`src/rtl/sb_tx_arbiter_if.sv`:
```
// Request/issue bundle between the two substate FSMs, the sideband and sb_tx_arbiter.
// The arbiter connects through the slave modport; the requester/sideband side uses master.
interface sb_tx_arbiter_if #(
  parameter int SB_MSG_WIDTH = 4
);
  logic                    i_en;
  logic                    i_tx_req;
  logic                    i_rx_req;
  logic [SB_MSG_WIDTH-1:0] i_tx_msg;
  logic [SB_MSG_WIDTH-1:0] i_rx_msg;
  logic [2:0]              i_tx_info;
  logic [2:0]              i_rx_info;
  logic                    i_SB_Busy;

  logic [SB_MSG_WIDTH-1:0] o_encoded_SB_msg;
  logic                    o_tx_msg_valid;
  logic [2:0]              o_tx_msg_info;
  logic                    o_tx_grant;
  logic                    o_rx_grant;
  logic                    o_tx_done;
  logic                    o_rx_done;
  logic                    o_timeout;

  modport master (
    output i_en, i_tx_req, i_rx_req, i_tx_msg, i_rx_msg, i_tx_info, i_rx_info, i_SB_Busy,
    input  o_encoded_SB_msg, o_tx_msg_valid, o_tx_msg_info,
           o_tx_grant, o_rx_grant, o_tx_done, o_rx_done, o_timeout
  );

  modport slave (
    input  i_en, i_tx_req, i_rx_req, i_tx_msg, i_rx_msg, i_tx_info, i_rx_info, i_SB_Busy,
    output o_encoded_SB_msg, o_tx_msg_valid, o_tx_msg_info,
           o_tx_grant, o_rx_grant, o_tx_done, o_rx_done, o_timeout
  );
endinterface

```
`src/rtl/sb_tx_arbiter.sv`:
```
// Sideband transmit arbiter: round-robin between the TX- and RX-side substate FSMs,
// issues one message to the sideband and tracks the busy rise/fall that completes it.
module sb_tx_arbiter #(
  parameter int SB_MSG_WIDTH = 4,
  parameter int TIMEOUT_CYC  = 16
) (
  input logic           i_clk,
  input logic           i_rst,
  sb_tx_arbiter_if.slave bus
);

  localparam logic [1:0] ST_IDLE      = 2'd0;
  localparam logic [1:0] ST_ISSUE     = 2'd1;
  localparam logic [1:0] ST_WAIT_HIGH = 2'd2;
  localparam logic [1:0] ST_WAIT_LOW  = 2'd3;

  localparam logic OWN_TX = 1'b0;
  localparam logic OWN_RX = 1'b1;

  localparam logic [7:0] TO_LAST = 8'(TIMEOUT_CYC - 1);

  logic [1:0]              state_q, state_d;
  logic [7:0]              cnt_q, cnt_d;
  logic                    owner_q, owner_d;
  logic                    last_q, last_d;
  logic [SB_MSG_WIDTH-1:0] msg_q, msg_d;
  logic [2:0]              info_q, info_d;
  logic                    valid_q, valid_d;
  logic                    tx_grant_q, tx_grant_d;
  logic                    rx_grant_q, rx_grant_d;
  logic                    tx_done_q, tx_done_d;
  logic                    rx_done_q, rx_done_d;
  logic                    timeout_q, timeout_d;

  logic any_req;
  logic pick_rx;

  assign any_req = bus.i_tx_req | bus.i_rx_req;
  // On a tie the requester that was not served last wins.
  assign pick_rx = bus.i_rx_req & (~bus.i_tx_req | (last_q == OWN_TX));

  always_comb begin
    state_d    = state_q;
    cnt_d      = cnt_q;
    owner_d    = owner_q;
    last_d     = last_q;
    msg_d      = msg_q;
    info_d     = info_q;
    valid_d    = 1'b0;
    tx_grant_d = 1'b0;
    rx_grant_d = 1'b0;
    tx_done_d  = 1'b0;
    rx_done_d  = 1'b0;
    timeout_d  = 1'b0;

    if (!bus.i_en) begin
      state_d = ST_IDLE;
      cnt_d   = '0;
      msg_d   = '0;
      info_d  = '0;
    end else begin
      case (state_q)
        ST_IDLE: begin
          cnt_d  = '0;
          msg_d  = '0;
          info_d = '0;
          if (!bus.i_SB_Busy && any_req) begin
            owner_d    = pick_rx ? OWN_RX : OWN_TX;
            msg_d      = pick_rx ? bus.i_rx_msg  : bus.i_tx_msg;
            info_d     = pick_rx ? bus.i_rx_info : bus.i_tx_info;
            tx_grant_d = ~pick_rx;
            rx_grant_d = pick_rx;
            valid_d    = 1'b1;
            state_d    = ST_ISSUE;
          end
        end

        ST_ISSUE: begin
          cnt_d   = '0;
          state_d = ST_WAIT_HIGH;
        end

        ST_WAIT_HIGH: begin
          if (bus.i_SB_Busy) begin
            state_d = ST_WAIT_LOW;
          end else if (cnt_q == TO_LAST) begin
            timeout_d = 1'b1;
            state_d   = ST_IDLE;
            msg_d     = '0;
            info_d    = '0;
          end else begin
            cnt_d = cnt_q + 8'd1;
          end
        end

        ST_WAIT_LOW: begin
          if (!bus.i_SB_Busy) begin
            tx_done_d = (owner_q == OWN_TX);
            rx_done_d = (owner_q == OWN_RX);
            last_d    = owner_q;
            state_d   = ST_IDLE;
            msg_d     = '0;
            info_d    = '0;
          end
        end

        default: begin
          state_d = ST_IDLE;
          msg_d   = '0;
          info_d  = '0;
        end
      endcase
    end
  end

  always_ff @(posedge i_clk or posedge i_rst) begin
    if (i_rst) begin
      state_q    <= ST_IDLE;
      cnt_q      <= '0;
      owner_q    <= OWN_TX;
      last_q     <= OWN_TX;
      msg_q      <= '0;
      info_q     <= '0;
      valid_q    <= 1'b0;
      tx_grant_q <= 1'b0;
      rx_grant_q <= 1'b0;
      tx_done_q  <= 1'b0;
      rx_done_q  <= 1'b0;
      timeout_q  <= 1'b0;
    end else begin
      state_q    <= state_d;
      cnt_q      <= cnt_d;
      owner_q    <= owner_d;
      last_q     <= last_d;
      msg_q      <= msg_d;
      info_q     <= info_d;
      valid_q    <= valid_d;
      tx_grant_q <= tx_grant_d;
      rx_grant_q <= rx_grant_d;
      tx_done_q  <= tx_done_d;
      rx_done_q  <= rx_done_d;
      timeout_q  <= timeout_d;
    end
  end

  assign bus.o_encoded_SB_msg = msg_q;
  assign bus.o_tx_msg_info    = info_q;
  assign bus.o_tx_msg_valid   = valid_q;
  assign bus.o_tx_grant       = tx_grant_q;
  assign bus.o_rx_grant       = rx_grant_q;
  assign bus.o_tx_done        = tx_done_q;
  assign bus.o_rx_done        = rx_done_q;
  assign bus.o_timeout        = timeout_q;

endmodule

```
`src/flat_wrapper.sv`:
```
// flat-port wrapper written by rule: the top's interface ports become plain ports
module sb_tx_arbiter_flat 
#(
  parameter int SB_MSG_WIDTH = 4,
  parameter int TIMEOUT_CYC  = 16
)
  (i_clk, i_rst, bus_i_en, bus_i_tx_req, bus_i_rx_req, bus_i_tx_msg, bus_i_rx_msg, bus_i_tx_info, bus_i_rx_info, bus_i_SB_Busy, bus_o_encoded_SB_msg, bus_o_tx_msg_valid, bus_o_tx_msg_info, bus_o_tx_grant, bus_o_rx_grant, bus_o_tx_done, bus_o_rx_done, bus_o_timeout);
  sb_tx_arbiter_if #(.SB_MSG_WIDTH(SB_MSG_WIDTH)) bus_i ();
  input logic i_clk;
  input logic i_rst;
  input wire logic [$bits(bus_i.i_en)-1:0] bus_i_en;
  input wire logic [$bits(bus_i.i_tx_req)-1:0] bus_i_tx_req;
  input wire logic [$bits(bus_i.i_rx_req)-1:0] bus_i_rx_req;
  input wire logic [$bits(bus_i.i_tx_msg)-1:0] bus_i_tx_msg;
  input wire logic [$bits(bus_i.i_rx_msg)-1:0] bus_i_rx_msg;
  input wire logic [$bits(bus_i.i_tx_info)-1:0] bus_i_tx_info;
  input wire logic [$bits(bus_i.i_rx_info)-1:0] bus_i_rx_info;
  input wire logic [$bits(bus_i.i_SB_Busy)-1:0] bus_i_SB_Busy;
  output wire logic [$bits(bus_i.o_encoded_SB_msg)-1:0] bus_o_encoded_SB_msg;
  output wire logic [$bits(bus_i.o_tx_msg_valid)-1:0] bus_o_tx_msg_valid;
  output wire logic [$bits(bus_i.o_tx_msg_info)-1:0] bus_o_tx_msg_info;
  output wire logic [$bits(bus_i.o_tx_grant)-1:0] bus_o_tx_grant;
  output wire logic [$bits(bus_i.o_rx_grant)-1:0] bus_o_rx_grant;
  output wire logic [$bits(bus_i.o_tx_done)-1:0] bus_o_tx_done;
  output wire logic [$bits(bus_i.o_rx_done)-1:0] bus_o_rx_done;
  output wire logic [$bits(bus_i.o_timeout)-1:0] bus_o_timeout;
  assign bus_i.i_en = bus_i_en;
  assign bus_i.i_tx_req = bus_i_tx_req;
  assign bus_i.i_rx_req = bus_i_rx_req;
  assign bus_i.i_tx_msg = bus_i_tx_msg;
  assign bus_i.i_rx_msg = bus_i_rx_msg;
  assign bus_i.i_tx_info = bus_i_tx_info;
  assign bus_i.i_rx_info = bus_i_rx_info;
  assign bus_i.i_SB_Busy = bus_i_SB_Busy;
  assign bus_o_encoded_SB_msg = bus_i.o_encoded_SB_msg;
  assign bus_o_tx_msg_valid = bus_i.o_tx_msg_valid;
  assign bus_o_tx_msg_info = bus_i.o_tx_msg_info;
  assign bus_o_tx_grant = bus_i.o_tx_grant;
  assign bus_o_rx_grant = bus_i.o_rx_grant;
  assign bus_o_tx_done = bus_i.o_tx_done;
  assign bus_o_rx_done = bus_i.o_rx_done;
  assign bus_o_timeout = bus_i.o_timeout;
  sb_tx_arbiter #(.SB_MSG_WIDTH(SB_MSG_WIDTH), .TIMEOUT_CYC(TIMEOUT_CYC)) u_core (.i_clk(i_clk), .i_rst(i_rst), .bus(bus_i));
endmodule
```
`config.mk`:
```
export PLATFORM = sky130hd
export DESIGN_NAME = sb_tx_arbiter_flat
export DESIGN_NICKNAME = d
export VERILOG_FILES = /design/src/rtl/sb_tx_arbiter_if.sv /design/src/rtl/sb_tx_arbiter.sv /design/src/flat_wrapper.sv
export SDC_FILE = /design/constraint.sdc
export NUM_CORES = 1
export LEC_CHECK = 0
export CAP_MARGIN = 20
export CELL_PAD_IN_SITES_DETAIL_PLACEMENT = 0
export CELL_PAD_IN_SITES_GLOBAL_PLACEMENT = 1
export CORE_MARGIN = 2
export CORE_UTILIZATION = 33
export CTS_CLUSTER_DIAMETER = 50
export CTS_CLUSTER_SIZE = 30
export DETAILED_ROUTE_END_ITERATION = 7
export PLACE_DENSITY_LB_ADDON = 0.1
export SKIP_CTS_REPAIR_TIMING = 1
export SYNTH_ARGS = -nofsm -noshare
export SYNTH_HDL_FRONTEND = slang
export SYNTH_SLANG_ARGS = --single-unit
```
`constraint.sdc`:
```
create_clock -name i_clk -period 1.6 [get_ports i_clk]
set_clock_uncertainty 0.2 [all_clocks]
set_input_delay 0.16 -clock i_clk [delete_from_list [all_inputs] [get_ports i_clk]]
set_output_delay 0.16 -clock i_clk [all_outputs]
set_load 0.03 [all_outputs]
```
== Word-level counts from Yosys, hierarchy flattened ==
Cells that the tools add are included.

* Flip-flop bits (word level): 25
* Input port bits: 20
* Output and inout bits: 13
* Word-level logic and storage cells: 86

* Add/subtract/negate cells: 1
* Eq/ne operators: 12
* Mux-type cells: 44
* Bitwise gates (word level): 8
* Reduce and logical (&&, ||, !) cells: 9

{| class="wikitable"
|+ Operator list
! cell !! count
|-
| $mux 4 || 6
|-
| $mux 8 || 3
|-
| $mux 1 || 20
|-
| $mux 3 || 6
|-
| $pmux 8 s2 || 1
|-
| $pmux 4 s3 || 1
|-
| $reduce_and 3->1 || 4
|-
| $mux 2 || 5
|-
| $ne 3x2->1 const B || 3
|-
| $ne 3x3->1 const B || 3
|-
| $pmux 3 s3 || 1
|-
| $add 8x1->8 const B || 1
|-
| $eq 8x4->1 const B || 1
|-
| $pmux 2 s4 || 1
|-
| $not 1->1 || 5
|-
| $eq 2x2->1 const B || 2
|-
| $ne 4x1->1 const B || 1
|-
| $ne 4x3->1 const B || 1
|-
| $reduce_and 4->1 || 1
|-
| $eq 2x1->1 const B || 1
|-
| $logic_not 2->1 || 1
|-
| $or 1x1->1 || 2
|-
| $reduce_or 2->1 || 1
|-
| $and 1x1->1 || 1
|-
| 2 further kinds || 2
|}

== Longest topological paths before layout ==
Gate-level depths: netlist of the first run.

* Depth after elaboration: 7
* Depth in mapped cells: 7
* Mapped depth without buffers: 6

== Least setup slack after synthesis of the first run ==
Ideal clock, no wire load.

* Path kind: register to register
* Start: reg u_core.state_q[0]
* End: reg u_core.state_q[1]
* Library setup time: 126 ps
* Arrival time: 1,436 ps
* Data required time: 1,274 ps
* Setup slack: -162 ps
* Stages on the path, launching flop included: 7
* Buffers on the path: 0
* Clock period less this slack: 1,762 ps
* Path through: dfrtp_1 inv_1 ha_1 o21ai_0 o31ai_1 a21o_1 a221o_1

* Cells in the longest elaborated chain, start to end: 3
* Elaborated cells between the ends (all ways): 10
* Classes of those cells: eq/ne: 6; mux: 2; reduce/logical: 2

{| class="wikitable"
|+ RTL lines
! item !! RTL line !! RTL
|-
| from (decl) || sb_tx_arbiter.sv:22 || <nowiki>logic [1:0] state_q, state_d;</nowiki>
|-
| from (signal assigned) || sb_tx_arbiter.sv:131 || <nowiki>state_q <= state_d;</nowiki>
|-
| $eq 2x2->1, or another cell as far along || sb_tx_arbiter.sv:62 || <nowiki>case (state_q)</nowiki>
|-
| $ne 4x3->1 (no line), or another cell as far along || n/a ||
|-
| $reduce_and 3->1 (no line) / $mux 2 (equally long branches) || n/a ||
|}

Several ways; a longest one is shown, not always the timed one.
A chain may end at the register's enable or synchronous reset.

== Final worst setup path of the first run ==
Ends and elaborated chain as after synthesis.

==> load_flow_metrics.sql, run 1 <==
INSERT INTO impl_metrics (metric_group, metric, value, unit) VALUES
('drt', 'final_wl', '3560', 'um'),
('clock_network', 'cts.htree.levels', '1', ''),
('logic_synthesis', 'synth.ff_latch_count', '25', ''),
('global_routing', 'globalRouteTotalUtil', '17.2', '%'),
('drt', 'vias', '1265', ''),
('sta', 'slew_viol_final', '0', ''),
('drt', 'routed_via_density', '5.14', ''),
('run_status', 'failed_checks', 'negative setup slack', ''),
('pwr', 'net_switching_fraction_of_the_power', '37.7', '%'),
('floorplanning', 'core_area', '3720', 'um^2'),
('critical_path', 'critPathRequiredTime', '1550', 'ps'),
('clock_network', 'tritoncts', 'yes', ''),
('pwr', 'switching_power', '0.000923', 'W'),
('layout', 'postLayoutCoreUtil', '56.5', '%'),
('layout', 'layout.cells.non_filler', '246', ''),
('critical_path', 'crit_path_end_kind', 'flop', ''),
('sta', 'worst_hold_slack', '42.0', 'ps'),
('drt', 'drt_first_iter_violations', '99', ''),
('floorplanning', 'fp.dieArea', '4440', 'um^2'),
('run', 'cap_violations', '0', ''),
('sta', 'final_hold_viol_count', '0', ''),
('floorplanning', 'ioPinCount', '33', ''),
('layout', 'area.growth.synth_to_final', '62.1', '%'),
('sta', 'postLayoutSetupSlackWorst', '-203', 'ps'),
('place', 'dp_slack', '-196', 'ps'),
('critical_path', 'cp_max_fo', '4', ''),
('logic_synthesis', 'synth-xor-area-share', '0.676', '%'),
('logic_synthesis', 'yosys-mux-area-fraction', '0.773', '%'),
('drt', 'detail-route-antenna-nets', '0', ''),
('layout', 'insertedDiodeCount', '0', ''),
('clock_network', 'worstSkewPairLatency', '260', 'ps'),
('logic_synthesis', 'synth_compound_area_share', '24.8', '%'),
('floorplanning', 'floorplan.initialDensity', '34.8', '%'),
('logic_synthesis', 'synth_adder_area_share', '4.83', '%'),
('pwr', 'power.total', '0.00245', 'W'),
('logic_synthesis', 'synth_area', '1290', 'um^2'),
('place', 'dp_cells', '240', ''),
('logic_synthesis', 'syn_inst', '132', ''),
('logic_synthesis', 'synth.yosys.seq_area_share', '48.3', '%'),
('layout', 'drive_gt1_share', '31.3', '%'),
('logic_synthesis', 'synth-simple-area-share', '17.4', '%'),
('critical_path', 'startpoint_type', 'flop', ''),
('sta', 'worst_slew_margin_rel', '77.2', '%'),
('logic_synthesis', 'largest_family_of_logic_cells_by_synthesized_area', 'compound AO/OA/AOI/OAI gates', ''),
('sta', 'period_needed', '1800', 'ps'),
('global_routing', 'global_route.overflow_total', '0', ''),
('drt', 'drt-pass1-iter-count', '4', ''),
('layout', 'number_of_nets_in_the_layout', '224', ''),
('sta', 'fin_crit_sh', '113', '%'),
('layout', 'ff_latch_area', '628', 'um^2'),
('sta', 'rsz0062_at_grt', 'yes', ''),
('floorplanning', 'die_w', '66.6', 'um'),
('critical_path', 'setup.worst_path.class', 'reg2reg', ''),
('floorplanning', 'placement_rows', '22', ''),
('sta', 'max_clock_freq', '0.555', 'GHz'),
('global_routing', 'grt_start_max_net_pins', '26', ''),
('sta', 'finalSetupViolations', '17', ''),
('min_path', 'hold_class', 'in2async', ''),
('place', 'port_buffers', '32', ''),
('sta', 'tightestPinTransition', '341', 'ps'),
('pwr', 'power.static_leakage', '1.16', 'nW'),
('clock_network', 'cts-root-buf', 'sky130_fd_sc_hd__clkbuf_8', ''),
('pwr', 'power.clock.fraction', '15.2', '%'),
('place', 'detailed_place_hpwl', '2560', 'um'),
('drt', 'drt_drc_violations_left', '0', ''),
('drt', 'post_drt_wl_per_cell', '14.5', 'um'),
('clock_network', 'cts_buffers', '3', ''),
('critical_path', 'cp_data_arrival_time', '1750', 'ps'),
('run_status', 'outcome', 'complete, but fails checks', ''),
('pwr', 'power_report.internal_total', '0.00153', 'W'),
('place', 'routabilityCongestion', '0.832', '');
[cell usage in the layout (no fill, tap or decap), types with 3 or more instances in the layout]
cell type / count
sky130_fd_sc_hd__buf_4: 31
sky130_fd_sc_hd__dfrtp_1: 23
sky130_fd_sc_hd__clkdlybuf4s50_1: 19
sky130_fd_sc_hd__nand2_1: 13
sky130_fd_sc_hd__dlymetal6s2s_1: 13
sky130_fd_sc_hd__nor2_1: 9
sky130_fd_sc_hd__a22oi_1: 7
sky130_fd_sc_hd__o22ai_1: 7
sky130_fd_sc_hd__nand3_1: 4
sky130_fd_sc_hd__a21o_1: 4
sky130_fd_sc_hd__inv_1: 4
sky130_fd_sc_hd__inv_2: 4
sky130_fd_sc_hd__o21ai_0: 3
sky130_fd_sc_hd__and3_1: 3
sky130_fd_sc_hd__nand2_2: 3
sky130_fd_sc_hd__clkbuf_8: 3
[cells by family (layout without fill, tap and decap cells)]
| logic type | count (synthesis) | after routing |
|---|---|---|
| compound gates | 46 | 46 |
| simple gates | 44 | 44 |
| flops | 25 | 25 |
| buf+inv | 10 | 76 |
| fa+ha+maj | 5 | 5 |
| xor+xnor | 1 | 1 |
| mux | 1 | 1 |
[cells in the mapped netlist, drive strengths merged]
library cell  number  share of area [%]
a31o               1               0.68
nor4               1               0.97
a311oi             1               0.68
o31ai              1               0.58
nand3b             1               0.58
nand3              4                1.5
o21a               1               0.58
a21oi              3                1.4
o211ai             1               0.58
a31oi              2               0.97
a221o              1               0.77
o21ai              9                3.8
o22a               2                1.4
and2               1               0.68
nand4              1               0.48
a22oi              7                4.1
dfrtp             25                 48
mux2i              1               0.77
ha                 5                4.8
buf                1               0.58
nand2             16                4.6
a22o               2                1.4
nor3               2               0.77
clkbuf             1               0.29
a21o               4                2.3
or3b               1               0.68
a21boi             2                1.2
a41oi              1               0.68
xor2               1               0.68
o22ai              8                3.9
nor2b              2               0.97
inv                8                2.3
and3b              1               0.68
and3               3                1.4
or4                1               0.87
nand2b             1               0.48
nor2               9                2.6
[final timing paths]
kind / to / cells past startpoint / slack (ps) / startpoint
setup / recovery: u_core.state_q[1]$_DFFE_PP0P_ / 6 / -200 / u_core.state_q[0]$_DFFE_PP0P_
setup reg to reg: u_core.state_q[1]$_DFFE_PP0P_ / 6 / -200 / u_core.state_q[0]$_DFFE_PP0P_
hold reg to reg: u_core.bus.o_tx_done$_DFF_PP0_ / 1 / 250 / u_core.owner_q$_DFFE_PP0P_
hold / removal: u_core.bus.o_tx_msg_info[0]$_DFFE_PP0P_ / 3 / 40 / i_rst
min in group i_clk: u_core.bus.o_tx_done$_DFF_PP0_ / 1 / 250 / u_core.owner_q$_DFFE_PP0P_
max in group asynchronous: u_core.state_q[1]$_DFFE_PP0P_ / 3 / 880 / i_rst
[critical path, stage by stage, from the launching register on]
cell,delay (ps)
sky130_fd_sc_hd__dfrtp_1,430
sky130_fd_sc_hd__inv_2,130
sky130_fd_sc_hd__ha_4,180
sky130_fd_sc_hd__inv_1,80
sky130_fd_sc_hd__o31ai_4,230
sky130_fd_sc_hd__o22ai_1,120
sky130_fd_sc_hd__a221o_1,300
[power groups by stage]
stage	Combinational (W)	Clock, W	Sequential, W
detailed placement	0.00110	0	0.000800
finish	0.00128	0.000373	0.000793
CTS	0.00110	0.000393	0.000789
global placement	0.00108	0	0.000797
floorplan	0.000553	0	0.000883
global route	0.00139	0.000418	0.000807
[stage by stage]
stage                     setup TNS, ps  area (um^2)
after floorplan                    -329         1320
after global placement            -2640         1910
after detailed placement          -2760         1910
after CTS                         -3060         1960
after global routing              -2800         2100
final                             -1530         2100
[metal layers]
| metal | routed length [um] | track usage, % | vias up |
|---|---|---|---|
| li1 | - | - | 620 |
| met1 | 1660 | 24.4 | 609 |
| met2 | 1700 | 27.5 | 34 |
| met3 | 176 | 2.70 | 2 |
| met4 | 19 | 3.83 | 0 |
| met5 | 0 | 0 | - |
[state kept, by name (all words and copies together) (netlist names)]
| signal | flops |
|---|---|
| u_core.bus.o_encoded_SB_msg | 4 |
| u_core.bus.o_tx_msg_info | 3 |
| u_core.state_q | 2 |
| u_core.bus.o_rx_done | 1 |
| u_core.owner_q | 1 |
| u_core.bus.o_tx_msg_valid | 1 |
| u_core.bus.o_tx_grant | 1 |
| u_core.last_q | 1 |
| u_core.bus.o_rx_grant | 1 |
| u_core.bus.o_tx_done | 1 |
| u_core.bus.o_timeout | 1 |
| u_core.cnt_q | 8 |
[cell type report]
cell class	instances	share of cell area [%]
clock buffer	4	2.15
multi-input combinational	97	35.2
timing repair buffer	64	28.4
tap	48	2.86
sequential	25	29.9
inverter	8	1.43
No activity file was read; power rests on OpenSTA's default activity.
==> run 2: changes to the inputs <==
--- a/config.mk
+++ b/config.mk
@@ -9,11 +9,11 @@
 export CELL_PAD_IN_SITES_DETAIL_PLACEMENT = 0
 export CELL_PAD_IN_SITES_GLOBAL_PLACEMENT = 1
 export CORE_MARGIN = 2
-export CORE_UTILIZATION = 33
+export CORE_UTILIZATION = 36
 export CTS_CLUSTER_DIAMETER = 50
 export CTS_CLUSTER_SIZE = 30
 export DETAILED_ROUTE_END_ITERATION = 7
-export PLACE_DENSITY_LB_ADDON = 0.1
+export PLACE_DENSITY = 0.89
 export SKIP_CTS_REPAIR_TIMING = 1
 export SYNTH_ARGS = -nofsm -noshare
 export SYNTH_HDL_FRONTEND = slang
==> constraint.sdc (replaced) <==
create_clock -name i_clk -period 1.66 [get_ports i_clk]
set_clock_uncertainty 0.2 [all_clocks]
set_input_delay 0.166 -clock i_clk [delete_from_list [all_inputs] [get_ports i_clk]]
set_output_delay 0.166 -clock i_clk [all_outputs]
set_load 0.03 [all_outputs]
==> run 2 against run 1 <==
Net effect:
- the run still ends with negative setup slack left
- wire length decreased by 3.4%
- highest routed layer unchanged
- sequential cell count unchanged
- total power decreased by 8.2%
==> load_flow_metrics.sql, run 2 (synthesis gave the netlist of run 1 again) <==
INSERT INTO impl_metrics (metric_group, metric, value, unit) VALUES
('run_status', 'outcome', 'complete, but fails checks', ''),
('run_status', 'failed_checks', 'negative setup slack', ''),
('layout', 'most-common-layout-cells', 'sky130_fd_sc_hd__buf_4, sky130_fd_sc_hd__dfrtp_1, sky130_fd_sc_hd__clkdlybuf4s50_1', ''),
('min_path', 'hold_class', 'reg2reg', ''),
('sta', 'finalSetupViolations', '16', ''),
('layout', 'final.fill_count', '284', ''),
('floorplanning', 'die_height', '64.0', 'um'),
('drt', 'drt_drc_violations_left', '0', ''),
('pwr', 'switching_power', '0.000862', 'W'),
('floorplanning', 'placement_rows', '21', ''),
('global_routing', 'first_global_vias', '1279', ''),
('layout', 'postLayoutCellArea', '2050', 'um^2'),
('clock_network', 'cts_buffers', '3', ''),
('pwr', 'power.static_leakage', '1.15', 'nW'),
('sta', 'final_hold_viol_count', '0', ''),
('drt', 'post_drt_wl_per_cell', '14.0', 'um'),
('critical_path', 'crit_path_end_kind', 'flop', ''),
('clock_network', 'worstSkewPairLatency', '310', 'ps'),
('critical_path', 'crit_slowest_cell', 'sky130_fd_sc_hd__or4_4', ''),
('critical_path', 'cp_data_arrival_time', '1860', 'ps'),
('drt', 'drt-pass1-iter-count', '4', ''),
('floorplanning', 'die_w', '64.0', 'um'),
('clock_network', 'tritoncts', 'yes', ''),
('global_routing', 'global_route.overflow_total', '0', ''),
('layout', 'insertedDiodeCount', '0', ''),
('place', 'placement.cell_area', '1910', 'um^2'),
('pwr', 'ir_worst_vdd', '633', 'uV'),
('sta', 'tightestPinTransition', '345', 'ps'),
('layout', 'layout.cells.non_filler', '245', ''),
('layout', 'drive_gt1_share', '28.6', '%'),
('layout', 'ff_latch_area', '628', 'um^2'),
('clock_network', 'cts-root-buf', 'sky130_fd_sc_hd__clkbuf_4', ''),
('floorplanning', 'floorplan.initialDensity', '38.2', '%'),
('drt', 'vias', '1256', ''),
('drt', 'detail-route-antenna-nets', '0', ''),
('global_routing', 'antenna_found_initial', '0', ''),
('critical_path', 'startpoint_type', 'flop', ''),
('global_routing', 'first_pass_grt_wire_length', '5760', 'um'),
('floorplanning', 'fp.dieArea', '4090', 'um^2'),
('place', 'dp_cells', '238', ''),
('sta', 'slew_viol_final', '0', ''),
('pwr', 'seqPwrFrac', '34.2', '%'),
('floorplanning', 'ioPinCount', '33', ''),
('layout', 'largest_register_ff_count', '8', ''),
('layout', 'area.growth.synth_to_final', '58.3', '%'),
('layout', 'postLayoutCoreUtil', '60.5', '%'),
('pwr', 'net_switching_fraction_of_the_power', '38.3', '%'),
('pwr', 'power.density', '1100', 'nW/um^2'),
('clock_network', 'cts.htree.levels', '1', ''),
('critical_path', 'critPathRequiredTime', '1720', 'ps'),
('run', 'cap_violations', '0', ''),
('critical_path', 'critPathMaxStageDelay', '580', 'ps'),
('place', 'routabilityCongestion', '0.867', ''),
('place', 'port_buffers', '32', ''),
('critical_path', 'reg2reg_setup_slack', '-140', 'ps'),
('pwr', 'power_report.internal_total', '0.00139', 'W'),
('pwr', 'power.total', '0.00225', 'W'),
('sta', 'max_clock_freq', '0.555', 'GHz'),
('place', 'detailed_place_hpwl', '2530', 'um'),
('layout', 'layout_commonest_cell', 'sky130_fd_sc_hd__buf_4', ''),
('sta', 'postLayoutSetupSlackWorst', '-142', 'ps'),
('sta', 'rsz0062_at_grt', 'yes', ''),
('sta', 'period_needed', '1800', 'ps'),
('drt', 'drt_first_iter_violations', '81', ''),
('clock_network', 'cts.sinks', '25', ''),
('critical_path', 'cpLargestDelayFamily', 'simple AND/OR/NAND/NOR gates', ''),
('global_routing', 'globalRouteTotalUtil', '17.4', '%'),
('critical_path', 'setup.worst_path.class', 'reg2reg', ''),
('pwr', 'power.share.combinational', '53.8', '%'),
('layout', 'regMostFlops', 'u_core.cnt_q', ''),
('critical_path', 'path_cells', 'or4_4, o21ai_4, and2_4, a22o_1', ''),
('drt', 'final_wl', '3440', 'um'),
('place', 'dp_slack', '-167', 'ps'),
('layout', 'number_of_nets_in_the_layout', '225', ''),
('clock_network', 'clock_path_buffers', '2', ''),
('critical_path', 'cp_max_fo', '5', ''),
('floorplanning', 'core_area', '3390', 'um^2'),
('clock_network', 'cts.clk_slew.worst_paths', '140', 'ps'),
('sta', 'worst_slew_margin_rel', '76.9', '%'),
('critical_path', 'path_buf_inv', '0', ''),
('sta', 'fin_crit_sh', '109', '%'),
('layout', 'multiInputGateArea', '703', 'um^2'),
('drt', 'routed_via_density', '5.13', ''),
('pwr', 'power.clock.fraction', '12.1', '%'),
('global_routing', 'grt_start_max_net_pins', '26', '');
==> run 2: changes by cell type in the layout (fill, tap and decap cells not counted), moves of 3 or more <==
cell,before,now
sky130_fd_sc_hd__clkbuf_4,0,3
sky130_fd_sc_hd__nand2_2,3,0
sky130_fd_sc_hd__clkbuf_8,3,0
sky130_fd_sc_hd__nand2_1,13,16
==> run 2: layout make-up <==
cell class                 count  share of cell area, %
clock buffer                   3                   1.10
clock inverter                 1                  0.244
inverter                       8                   1.47
multi-input combinational     97                   34.3
sequential                    25                   30.6
tap                           46                   2.81
timing repair buffer          65                   29.4
==> run 2: per-stage QoR <==
stage / setup TNS, ps / hold WS [ps]
2_1_floorplan: -3.88 / -6.68
3_3_place_gp: -1000 / 241
3_5_place_dp: -2350 / 246
4_1_cts: -3450 / -12.6
5_1_grt: -2360 / 313
6_report: -1350 / 264
==> run 2: routing by layer <==
metal	wire length, um	share of wire, %	GRT usage, %
met5	0	0	0
met2	1800	52	30.1
met1	1510	44	23.0
met3	91	2.6	1.94
met4	34	0.99	4.62
==> run 2: final timing paths <==
check,from,to,depth (start not counted)
min reg2reg,u_core.owner_q$_DFFE_PP0P_,u_core.bus.o_tx_done$_DFF_PP0_,1
max in group asynchronous,i_rst,u_core.cnt_q[6]$_DFFE_PP0P_,4
max,u_core.cnt_q[6]$_DFFE_PP0P_,u_core.cnt_q[7]$_DFFE_PP0P_,4
min in group asynchronous,i_rst,u_core.bus.o_encoded_SB_msg[3]$_DFFE_PP0P_,4
max reg2reg,u_core.cnt_q[6]$_DFFE_PP0P_,u_core.cnt_q[7]$_DFFE_PP0P_,4
min,u_core.owner_q$_DFFE_PP0P_,u_core.bus.o_tx_done$_DFF_PP0_,1
==> run 2: power groups by stage <==
stage / registers, W / logic, W / clock network, W
2_1_floorplan: 0.000851 / 0.000527 / 0
3_3_place_gp: 0.000768 / 0.00105 / 0
5_1_grt: 0.000783 / 0.00131 / 0.000315
6_report: 0.000768 / 0.00121 / 0.000272
3_5_place_dp: 0.000773 / 0.00108 / 0
4_1_cts: 0.000761 / 0.00109 / 0.000282
